**src/rtl/fp_pkg.sv**
```systemverilog
// Shared definitions for the binary32 multiplier front end: format constants,
// sequencer state encoding and result flag bit positions.
package fp_pkg;

  localparam int BIAS   = 127;
  localparam int EXP_W  = 8;
  localparam int FRAC_W = 23;

  localparam logic [31:0] QNAN = 32'h7FC0_0000;

  localparam int FLAG_INVALID   = 3;
  localparam int FLAG_OVERFLOW  = 2;
  localparam int FLAG_UNDERFLOW = 1;
  localparam int FLAG_INEXACT   = 0;

  typedef enum logic [2:0] {
    IDLE  = 3'd0,
    ISSUE = 3'd1,
    WAIT  = 3'd2,
    NORM  = 3'd3,
    OUT   = 3'd4
  } state_t;

endpackage

```
**src/rtl/fp_round_pack.sv**
```systemverilog
// Combinational normalize, round-to-nearest-even and pack of a 48-bit
// significand product into a binary32 result with exception flags.
module fp_round_pack
  import fp_pkg::*;
(
  input  logic               [47:0] product,
  input  logic                      sign,
  input  logic signed        [9:0]  exp_sum,
  output logic               [31:0] result,
  output logic               [3:0]  flags
);

  function automatic logic round_up(input logic guard, input logic sticky, input logic lsb);
    return guard & (sticky | lsb);
  endfunction

  logic [FRAC_W-1:0] frac;
  logic              guard;
  logic              sticky;
  logic              inexact;
  logic [FRAC_W:0]   frac_r;
  logic signed [9:0] exp_n;
  logic signed [9:0] exp_f;

  always_comb begin
    frac    = product[45:23];
    guard   = product[22];
    sticky  = |product[21:0];
    exp_n   = exp_sum;
    if (product[47]) begin
      frac   = product[46:24];
      guard  = product[23];
      sticky = |product[22:0];
      exp_n  = exp_sum + 10'sd1;
    end

    // A carry out of the fraction leaves frac_r[22:0] at zero, so only the exponent moves.
    frac_r  = {1'b0, frac} + {{FRAC_W{1'b0}}, round_up(guard, sticky, frac[0])};
    exp_f   = frac_r[FRAC_W] ? exp_n + 10'sd1 : exp_n;
    inexact = guard | sticky;

    result = {sign, exp_f[EXP_W-1:0], frac_r[FRAC_W-1:0]};
    flags  = '0;
    flags[FLAG_INEXACT] = inexact;

    if (exp_f >= 10'sd255) begin
      result = {sign, {EXP_W{1'b1}}, {FRAC_W{1'b0}}};
      flags[FLAG_OVERFLOW] = 1'b1;
      flags[FLAG_INEXACT]  = 1'b1;
    end else if (exp_f <= 10'sd0) begin
      result = {sign, {(EXP_W+FRAC_W){1'b0}}};
      flags[FLAG_UNDERFLOW] = 1'b1;
      flags[FLAG_INEXACT]   = 1'b1;
    end
  end

endmodule

```
**src/rtl/fp_mul_sequencer.sv**
```systemverilog
// Binary32 multiply front end: unpacks operands, resolves special cases, drives
// the mantissa core over start/done, then rounds, packs and holds the result.
module fp_mul_sequencer
  import fp_pkg::*;
(
  input  logic        clk,
  input  logic        reset,
  input  logic        in_valid,
  output logic        in_ready,
  input  logic [31:0] in_a,
  input  logic [31:0] in_b,
  output logic        core_start,
  output logic [23:0] core_m,
  output logic [23:0] core_q,
  input  logic        core_done,
  input  logic [47:0] core_product,
  output logic        out_valid,
  input  logic        out_ready,
  output logic [31:0] out_result,
  output logic [3:0]  out_flags
);

  state_t state, state_n;

  logic              sign_p0;
  logic signed [9:0] exp_sum_p0;
  logic [47:0]       product_p1;

  logic [EXP_W-1:0]  ea, eb;
  logic [FRAC_W-1:0] fa, fb;
  logic              a_nan, b_nan, a_inf, b_inf, a_zero, b_zero;
  logic              sign_in;
  logic signed [9:0] exp_sum_in;
  logic              special;
  logic [31:0]       spec_result;
  logic [3:0]        spec_flags;

  logic [31:0]       rp_result;
  logic [3:0]        rp_flags;

  assign ea = in_a[30:23];
  assign eb = in_b[30:23];
  assign fa = in_a[22:0];
  assign fb = in_b[22:0];

  // Denormals count as zero here, including for the inf x zero check.
  assign a_nan  = (ea == 8'hFF) && (fa != '0);
  assign b_nan  = (eb == 8'hFF) && (fb != '0);
  assign a_inf  = (ea == 8'hFF) && (fa == '0);
  assign b_inf  = (eb == 8'hFF) && (fb == '0);
  assign a_zero = (ea == 8'h00);
  assign b_zero = (eb == 8'h00);

  assign sign_in    = in_a[31] ^ in_b[31];
  assign exp_sum_in = $signed({2'b00, ea}) + $signed({2'b00, eb}) - 10'sd127;

  always_comb begin
    special     = 1'b1;
    spec_result = '0;
    spec_flags  = '0;
    if (a_nan || b_nan || (a_inf && b_zero) || (b_inf && a_zero)) begin
      spec_result = QNAN;
      spec_flags[FLAG_INVALID] = 1'b1;
    end else if (a_inf || b_inf) begin
      spec_result = {sign_in, 8'hFF, 23'd0};
    end else if (a_zero || b_zero) begin
      spec_result = {sign_in, 31'd0};
    end else begin
      special = 1'b0;
    end
  end

  fp_round_pack u_round_pack (
    .product (product_p1),
    .sign    (sign_p0),
    .exp_sum (exp_sum_p0),
    .result  (rp_result),
    .flags   (rp_flags)
  );

  always_ff @(posedge clk) begin
    if (!reset) state <= IDLE;
    else        state <= state_n;
  end

  always_comb begin
    state_n    = state;
    in_ready   = 1'b0;
    core_start = 1'b0;
    out_valid  = 1'b0;
    case (state)
      IDLE: begin
        in_ready = 1'b1;
        if (in_valid) state_n = special ? OUT : ISSUE;
      end
      ISSUE: begin
        core_start = 1'b1;
        state_n    = WAIT;
      end
      WAIT:  if (core_done) state_n = NORM;
      NORM:  state_n = OUT;
      OUT: begin
        out_valid = 1'b1;
        if (out_ready) state_n = IDLE;
      end
      default: state_n = IDLE;
    endcase
  end

  // Stage 0: operand accept; stage 1: product capture; stage 2: packed result.
  always_ff @(posedge clk) begin
    if (!reset) begin
      core_m     <= '0;
      core_q     <= '0;
      out_result <= '0;
      out_flags  <= '0;
    end else begin
      case (state)
        IDLE: if (in_valid) begin
          if (special) begin
            out_result <= spec_result;
            out_flags  <= spec_flags;
          end else begin
            core_m <= {1'b1, fa};
            core_q <= {1'b1, fb};
          end
        end
        NORM: begin
          out_result <= rp_result;
          out_flags  <= rp_flags;
        end
        default: ;
      endcase
    end
  end

  always_ff @(posedge clk) begin
    if (state == IDLE && in_valid) begin
      sign_p0    <= sign_in;
      exp_sum_p0 <= exp_sum_in;
    end
    if (state == WAIT && core_done) product_p1 <= core_product;
  end

endmodule

```
**config.mk**
```make
export PLATFORM = sky130hd
export DESIGN_NAME = fp_mul_sequencer
export DESIGN_NICKNAME = d
export VERILOG_FILES = /design/src/rtl/fp_pkg.sv /design/src/rtl/fp_round_pack.sv /design/src/rtl/fp_mul_sequencer.sv
export SDC_FILE = /design/constraint.sdc
export NUM_CORES = 1
export LEC_CHECK = 0
export ABC_AREA = 1
export CAP_MARGIN = 40
export CORE_ASPECT_RATIO = 0.9
export CORE_UTILIZATION = 40
export DETAILED_ROUTE_END_ITERATION = 8
export PLACE_DENSITY = 0.75
export SYNTH_ARGS = -nofsm -noshare
export SYNTH_HDL_FRONTEND = slang
export SYNTH_SLANG_ARGS = --single-unit
```
**constraint.sdc**
```tcl
create_clock -name clk -period 6.4 [get_ports clk]
set_clock_uncertainty 0.05 [all_clocks]
set_input_delay 1.28 -clock clk [delete_from_list [all_inputs] [get_ports clk]]
set_output_delay 1.28 -clock clk [all_outputs]
set_load 0.02 [all_outputs]
```
==> reports/metrics.yaml, run 1 <==
run_status:
  status: "completed"
routing:
  first_iter_violations: 491
  viasPerCell: 4.815
  firstDrtPassIters: 5
  num_vias: 6963
  detail_route.wirelength_mm: 18.69
  detail_route.wl_per_cell_um: 12.92
  drc: 0
  detail-route-antenna-nets: 0
sta:
  timing.slew.headroom_pct: 38.98
  grt_setup_unrepaired: "false"
  hold_viol_final: 0
  fin_crit_sh_pct: 65.70
  worstMarginPinSlew_ns: 0.9153
  tns_ns: 0
  setup_viol: 0
  clock.fmax_ghz: 0.2378
  drv_slew: 0
  layout_min_cycle_time_ns: 4.205
logic_synthesis:
  ys.flop_type: "dfxtp_1"
  synth_top_area_share_pct: 23.34
  synthArstFlopShare_pct: 0
  yosysSeqAreaShare_pct: 46.03
  synth_edf_count: 59
  synth_cells: 997
  ys_ff_latch: 145
  syn-num-nets: 1133
  ys_warn_count: 0
  synthTopCellsByArea: "edfxtp_1 23%, dfxtp_1 23%, nand2_1 11%"
  synth_top_cell_by_area: "edfxtp_1"
  syn_area_per_cell_um2: 7.613
  yosys.cell_types.count: 42
  syn_area_mm2: 0.007590
pwr:
  leakagePower_nw: 4.175
  peakVddDrop_mv: 0.1867
  cellPowerDensity_mw_per_mm2: 290.9
floorplan:
  chipWidth_um: 147.2
  core-area_mm2: 0.01847
  ioPinCount: 204
  die_y_um: 132.7
  dieArea_mm2: 0.01953
  fp-row-count: 47
  start_util_pct: 41.10
final_layout:
  nets: 1324
  drive_gt1_share_pct: 7.077
  nFillCells: 1727
  antenna-diode-count: 0
  multi_input_area_mm2: 0.003371
  layout_commonest_cell: "nand2_1"
  final_cell_mix: "230 x nand2_1, 203 x clkdlybuf4s50_1, 129 x inv_1, 105 x a21oi_1, 86 x dfxtp_1"
  regArea_mm2: 0.003493
  instances_no_fill: 1446
  synthToLayoutAreaGrowth_pct: 36.73
worst_setup_path:
  cpMostUsedCell: "nand2_1"
  crit_arrival_ns: 4.51
  start_kind: "flop"
  cp-end-kind: "flop"
  critical_path_class: "flop to flop"
  cpPeakStageDelay_ns: 0.95
  critical_path.top_delay_family: "simple AND/OR/NAND/NOR gates"
  crit_fanout: 30
  slowest_stage: "edfxtp_1"
  critPathBufInv: 3
  required_ns: 6.70
  crit_chain: "buf_4 > inv_2 > nand2_1 > nand2_1 > nor2_2 > nand2_1 > nor2_2 > nand3_4 > clkinv_2 > nand2_1 > nand2_1 > nor2_2 > a21oi_2 > nand4_1 > a21oi_1"
clocking:
  cts_tree: "built"
  clk_latency_ns: 0.42
  cts.sinks: 145
  root_buffer: "clkbuf_16"
  cts_buffers: 17
  htree_num_levels: 4
  path_clk_slew_ns: 0.07
  postCtsHoldBufs: 0
  clock_path_buffers: 2
  post_cts_buffers: 0
  cts_resized: 0
place:
  routabilityCongestion: 0.8440
  io_buffers: 203
  dp.cells: 1414
  hpwl_mm: 14.27
min_path:
  hp-class: "flop to flop"
grt:
  grt_usage_pct: 18.99
  grt_pass1_wl_mm: 29.99
  antenna_found_initial: 0
  grt_max_degree: 54
  overflow: 0
  grt_pass1_vias: 6144
flow_run:
  drv_cap: 0
## worst paths after layout
path / from / to / slack [ns] / cells past startpoint
min reg2reg: core_m[22]$_SDFFE_PN0P_ / core_m[22]$_SDFFE_PN0P_ / 0.39 / 2
min: core_m[22]$_SDFFE_PN0P_ / core_m[22]$_SDFFE_PN0P_ / 0.39 / 2
max reg2reg: product_p1[47]$_DFFE_PP_ / out_result[9]$_SDFFE_PN0P_ / 2.19 / 15
max: product_p1[47]$_DFFE_PP_ / out_result[9]$_SDFFE_PN0P_ / 2.19 / 15
## flip-flops by register name (all words and copies together) (netlist names)
signal / cells
sign_p0: 1
core_q: 23
product_p1: 48
state: 3
out_result: 32
out_flags: 4
exp_sum_p0: 10
core_m: 24
## area by class of cell
class	instances	area share, %
multi-input combinational	674	32.48
inverter	139	5.052
timing repair buffer	211	20.42
clock inverter	14	1.290
clock buffer	18	4.136
tap	245	2.954
sequential	145	33.66
## stage by stage
| step | util [%] | hold WS [ns] | total power [mW] | cell area [um2] | setup WS, ns |
|---|---|---|---|---|---|
| 4_1_cts | 56.20 | 0.3961 | 3.043 | 10380 | 2.208 |
| 6_report | 56.20 | 0.3928 | 3.019 | 10380 | 2.195 |
| 5_1_grt | 56.20 | 0.4081 | 3.187 | 10380 | 1.717 |
| 3_3_place_gp | 52.88 | 0.3814 | 2.066 | 9764 | 1.757 |
| 2_1_floorplan | - | 0.4582 | 1.733 | 7590 | 2.576 |
| 3_5_place_dp | 53.15 | 0.3850 | 2.086 | 9814 | 1.777 |
## tightest hold or removal path, stage by stage (launching register included)
cell     delay, ns
dfxtp_1       0.31
inv_1         0.04
a21oi_1       0.05
## cells by family (layout without fill, tap and decap cells)
family,count (synthesis),in the layout,synth area share [%]
DFF,145,145,46.03
buffers and inverters,178,382,9.726
adders and majority gates,19,19,3.231
AOI/OAI and AO/OA,205,205,14.28
and+or+nand+nor,440,440,25.59
xor gates and xnor gates,10,10,1.154
## routing by layer
metal  wire, um  up-vias  global-route usage, %
met2       8317      187                  29.06
met5          0        -                      0
met4        292        0                  5.899
met3       1041       16                  4.207
li1           -     3674                      -
met1       9037     3086                  26.59
## power by group
group	switching (mW)	internal (mW)	total (mW)	leakage (nW)
registers	0.0683	1.11	1.17	1.24
clock network	0.433	0.516	0.949	0.270
logic	0.530	0.366	0.896	2.66
total	1.03	1.99	3.02	4.18
## Yosys cell counts, types with 2 or more instances
cell type  number
nand2_1       230
inv_1         129
a21oi_1       105
dfxtp_1        86
nor2_1         84
o21ai_0        71
edfxtp_1       59
nand4_1        34
nand3_1        33
clkbuf_1       21
nor3_1         21
ha_1           18
nor2_2         14
o21ai_1        10
buf_4           8
nand2_2         7
xor2_1          7
buf_2           6
inv_2           6
nor4_1          5
o21ai_2         5
buf_6           4
nor2_4          4
a31oi_1         3
xnor2_1         3
a21oi_2         2
a221oi_1        2
clkinv_1        2
clkinv_2        2
nand3_2         2
nand3b_1        2
o211ai_1        2
Power figures use the tool's default switching activity.
==> run 2, diff against run 1 <==
Settings changed: PLACE_DENSITY 0.75 to 0.78.
Clock period 6.4 ns to 3.6 ns, I/O delays scaled along.
==> run 2 against run 1 <==
Sequential share of layout area fell by 0.33 points. First-iteration DRC count rose by 4.1%. Critical path depth rose by 3. Register-to-register slack got worse by 1.7 ns. Final cell count rose by 0.35%. Global-route usage rose by 0.58 points. Count of clock-buffer cells in the layout fell by 1. Non-clock buffer count rose by 5. Via count rose by 0.83%. Setup slack got worse by 1.7 ns. Maximum frequency rose by 34%.
==> reports/metrics.yaml, run 2 (same netlist as run 1, synthesis figures left out) <==
final_layout:
  antenna-diode-count: 0
  drive_gt1_share_pct: 7.546
  final_cell_mix: "230 x nand2_1, 203 x clkdlybuf4s50_1, 129 x inv_1, 105 x a21oi_1, 86 x dfxtp_1"
  synthToLayoutAreaGrowth_pct: 38.10
  nFillCells: 1691
  layout_commonest_cell: "nand2_1"
  multi_input_area_mm2: 0.003376
  regArea_mm2: 0.003493
  post-route-util_pct: 56.76
  nets: 1329
  largestRegisters: "product_p1: 48 flops, out_result: 32 flops, core_m: 24 flops"
  top_register: "product_p1"
  largest_reg_flops: 48
pwr:
  leakagePower_nw: 4.236
  p_int_mw: 3.598
  switching_share_pct: 33.98
  p_seq_share_pct: 38.2
  combPwrFrac_pct: 30.0
  p_clk_share_pct: 31.7
  peakVddDrop_mv: 0.2994
  cellPowerDensity_mw_per_mm2: 520.0
  switchingPower_mw: 1.852
routing:
  drc: 0
  detail_route.wl_per_cell_um: 13.07
  num_vias: 7021
  firstDrtPassIters: 5
  detail-route-antenna-nets: 0
  viasPerCell: 4.839
  detail_route.wirelength_mm: 18.97
  first_iter_violations: 511
clocking:
  postCtsHoldBufs: 0
  cts_tree: "built"
  path_clk_slew_ns: 0.07
  htree_num_levels: 4
  cts_buffers: 17
  clk_latency_ns: 0.43
  cts.sinks: 145
  root_buffer: "clkbuf_16"
  clock_path_buffers: 2
run_status:
  status: "completed"
sta:
  timing.slew.headroom_pct: 50.61
  clock.fmax_ghz: 0.3180
  finalWorstSetupSlack_ns: 0.4550
  timing.hold.ws_ns: 0.3909
  worstMarginPinSlew_ns: 0.7386
  setup_viol: 0
  grt_setup_unrepaired: "false"
  fin_crit_sh_pct: 87.36
  tns_ns: 0
  layout_min_cycle_time_ns: 3.145
  hold_viol_final: 0
  drv_slew: 0
worst_setup_path:
  crit_arrival_ns: 3.39
  critical_path_class: "flop to flop"
  cp-end-kind: "flop"
  r2r_cells: 18
  crit_fanout: 24
  r2r_setup_slack_ns: 0.46
  start_kind: "flop"
  required_ns: 3.85
floorplan:
  die_y_um: 132.7
  chipWidth_um: 147.2
  fp-row-count: 47
  dieArea_mm2: 0.01953
  start_util_pct: 41.10
  core-area_mm2: 0.01847
  ioPinCount: 204
grt:
  antenna_found_initial: 0
  grt_max_degree: 49
  grt_pass1_vias: 6308
  overflow: 0
  grt_usage_pct: 19.57
  grt_pass1_wl_mm: 30.68
place:
  io_buffers: 203
  routabilityCongestion: 0.8392
  pre_cts_slack_ns: 0.1404
  hpwl_mm: 14.66
flow_run:
  drv_cap: 0
min_path:
  hp-class: "flop to flop"
  holdPathStages: 2
run 2: worst max-delay path, stage by stage, from the launching register on:
cell	delay (ns)
edfxtp_1	0.45
inv_2	0.30
nand2_1	0.09
nand2_1	0.13
nand2_1	0.10
nor2_1	0.18
nand2_1	0.15
nor2_4	0.20
nand3b_1	0.09
nand2_1	0.14
nand2_1	0.10
clkinv_1	0.06
nand2_1	0.04
nor2_1	0.11
nand3_2	0.39
nand2_1	0.22
nor2_1	0.06
nor2_1	0.09
nor2_1	0.06
run 2: power by group through the flow:
stage          registers (mW)  clock network (mW)  logic [mW]
2_1_floorplan            2.28                   0       0.802
3_3_place_gp             2.11                   0        1.60
3_5_place_dp             2.12                   0        1.63
4_1_cts                  2.09                1.77        1.64
5_1_grt                  2.11                1.83        1.81
6_report                 2.08                1.73        1.64
run 2: stage by stage:
| step | total power [mW] | instances | area, um2 |
|---|---|---|---|
| after floorplan | 3.081 | 997 | 7590 |
| after global placement | 3.719 | 1418 | 9879 |
| after detailed placement | 3.751 | 1418 | 9879 |
| after CTS | 5.493 | 1450 | 10470 |
| after global routing | 5.750 | 1451 | 10480 |
| final | 5.451 | 1451 | 10480 |
run 2: final timing paths:
kind / start / to
min: core_m[21]$_SDFFE_PN0P_ / core_m[21]$_SDFFE_PN0P_
min reg2reg: core_m[21]$_SDFFE_PN0P_ / core_m[21]$_SDFFE_PN0P_
max: product_p1[47]$_DFFE_PP_ / out_result[24]$_SDFFE_PN0P_
max reg2reg: product_p1[47]$_DFFE_PP_ / out_result[24]$_SDFFE_PN0P_
run 2: repair_timing:
| item | 4_1_cts | 5_1_grt |
|---|---|---|
| gates resized for setup | 0 | 1 |
| setup buffers | 0 | 1 |
| endpoints found under the hold margin | 0 | 0 |
| setup endpoints to repair | 0 | 25 |
run 2: layout make-up:
class	count	share of cell area (%)
Timing Repair Buffer	216	20.91
Clock buffer	17	4.059
Tap cell	245	2.925
Sequential cell	145	33.33
Multi-Input combinational cell	674	32.21
Inverter	139	5.002
Clock inverter	15	1.564
run 2: layer usage:
metal  track usage (%)  wire (um)
met5                 0          0
met4             6.701        309
met3             4.793       1148
met2             29.59       8285
met1             27.19       9222
==> run 3, diff against run 2 <==
Settings changed: CORE_MARGIN set to 3.
==> run 3 against run 2 <==
First-iteration DRC count fell by 11%. Hold slack better by 0.00082 ns. Flip-flop and latch count unchanged. Cell area down 0.32%. Critical path type is now input port to flop. Critical endpoint is now out_result[25]$_SDFFE_PN0P_. Largest cell class unchanged. Largest power group unchanged. Highest routed layer unchanged.
==> reports/metrics.yaml, run 3 (same netlist as run 1, synthesis figures left out) <==
worst_setup_path:
  crit_chain: "clkdlybuf4s50_1 > or2_2 > nor3_1 > nand3_1 > o21ai_0 > nand2_1 > nor2_1 > o21ai_0 > nand2_1 > inv_1 > o21ai_0 > nand3_1 > nand2_1 > inv_1"
  required_ns: 3.87
  slowest_stage: "clkdlybuf4s50_1"
  cpPeakStageDelay_ns: 0.41
  crit_fanout: 11
  critical_path_class: "input port to flop"
  start_kind: "input port"
  crit_arrival_ns: 3.37
  cp-end-kind: "flop"
final_layout:
  drive_gt1_share_pct: 7.546
  nets: 1329
  antenna-diode-count: 0
  layout_commonest_cell: "nand2_1"
  largestRegisters: "product_p1: 48 flops, out_result: 32 flops, core_m: 24 flops"
  synthToLayoutAreaGrowth_pct: 37.65
  top_register: "product_p1"
  largest_reg_flops: 48
  final_cell_mix: "230 x nand2_1, 203 x clkdlybuf4s50_1, 130 x inv_1, 105 x a21oi_1, 86 x dfxtp_1"
clocking:
  htree_num_levels: 4
  post_cts_buffers: 0
  clk_latency_ns: 0.42
  path_clk_slew_ns: 0.06
  cts.sinks: 145
  root_buffer: "clkbuf_16"
  clock_path_buffers: 2
  cts_tree: "built"
  cts_buffers: 17
  postCtsHoldBufs: 0
floorplan:
  dieArea_mm2: 0.02067
  die_y_um: 136.7
  fp-row-count: 47
  ioPinCount: 204
  chipWidth_um: 151.2
  core-area_mm2: 0.01852
  start_util_pct: 40.97
place:
  routabilityCongestion: 0.8311
  hpwl_mm: 15.01
  io_buffers: 203
routing:
  drc: 0
  detail_route.wirelength_mm: 19.33
  firstDrtPassIters: 5
  num_vias: 7020
  viasPerCell: 4.838
  first_iter_violations: 455
  detail-route-antenna-nets: 0
  detail_route.wl_per_cell_um: 13.32
sta:
  layout_min_cycle_time_ns: 3.102
  tns_ns: 0
  clock.fmax_ghz: 0.3224
  hold_viol_final: 0
  setup_viol: 0
  worstMarginPinSlew_ns: 0.5874
  timing.slew.headroom_pct: 60.54
  fin_crit_sh_pct: 86.15
  drv_slew: 0
  grt_setup_unrepaired: "false"
min_path:
  hp-class: "flop to flop"
grt:
  overflow: 0
  grt_pass1_wl_mm: 30.52
  grt_max_degree: 94
  grt_usage_pct: 18.37
  antenna_found_initial: 0
  grt_pass1_vias: 6360
pwr:
  switching_share_pct: 33.11
  p_seq_share_pct: 37.9
  leakagePower_nw: 4.227
  switchingPower_mw: 1.818
  p_clk_share_pct: 32.7
  cellPowerDensity_mw_per_mm2: 525.7
  p_int_mw: 3.674
  total_power_mw: 5.492
  peakVddDrop_mv: 0.3396
  combPwrFrac_pct: 29.4
run_status:
  status: "completed"
flow_run:
  drv_cap: 0
-- run 3: power groups by stage --
stage | clock network (mW) | logic [mW] | registers, mW
floorplan | 0 | 0.802 | 2.28
global placement | 0 | 1.57 | 2.11
detailed placement | 0 | 1.61 | 2.12
CTS | 1.83 | 1.62 | 2.08
global route | 1.90 | 1.79 | 2.11
finish | 1.79 | 1.62 | 2.08
-- run 3: layout make-up --
cell class                 count  area (um2)
fill                        1677        8077
sequential                   145        3493
multi-input combinational    674        3383
timing repair buffer         216        2142
inverter                     139       524.3
clock buffer                  17       425.4
tap                          245       306.5
clock inverter                15       172.7
-- run 3: per-stage QoR --
stage               hold WS, ns  instances  area [um2]  utilization [%]  worst slack (ns)
floorplan                0.4582        997        7590                -            0.3357
global placement         0.3806       1418        9829            53.06            0.2264
detailed placement       0.3845       1419        9837            53.10            0.1019
CTS                      0.3944       1451       10440            56.33            0.3837
global route             0.4059       1451       10450            56.40            0.1213
finish                   0.3917       1451       10450            56.40            0.4984
-- run 3: worst max-delay path, delay by kind of cell --
family | cells | cell delay [ns]
AND/OR/NAND/NOR | 8 | 1.51
buffers and inverters | 3 | 0.64
AO/OA/AOI/OAI | 3 | 0.50
-- run 3: worst paths after layout --
| path | startpoint | end | slack [ns] | cells after the start |
|---|---|---|---|---|
| max | in_a[16] | out_result[25]$_SDFFE_PN0P_ | 0.50 | 14 |
| min reg2reg | core_q[7]$_SDFFE_PN0P_ | core_q[7]$_SDFFE_PN0P_ | 0.39 | 2 |
| min | core_q[7]$_SDFFE_PN0P_ | core_q[7]$_SDFFE_PN0P_ | 0.39 | 2 |
| max reg2reg | product_p1[47]$_DFFE_PP_ | out_result[24]$_SDFFE_PN0P_ | 0.52 | 17 |
-- run 3: layer usage --
layer	GRT usage [%]	wire (um)	part of all wire (%)
met1	25.51	9097	47
met4	5.337	234	1.2
met2	28.63	8795	46
met3	4.305	1199	6.2
met5	0	0	0
-- run 3: timing repair --
action,4_1_cts,5_1_grt
setup endpoints to repair,0,2
hold endpoints to repair,0,0
resized for setup,0,2
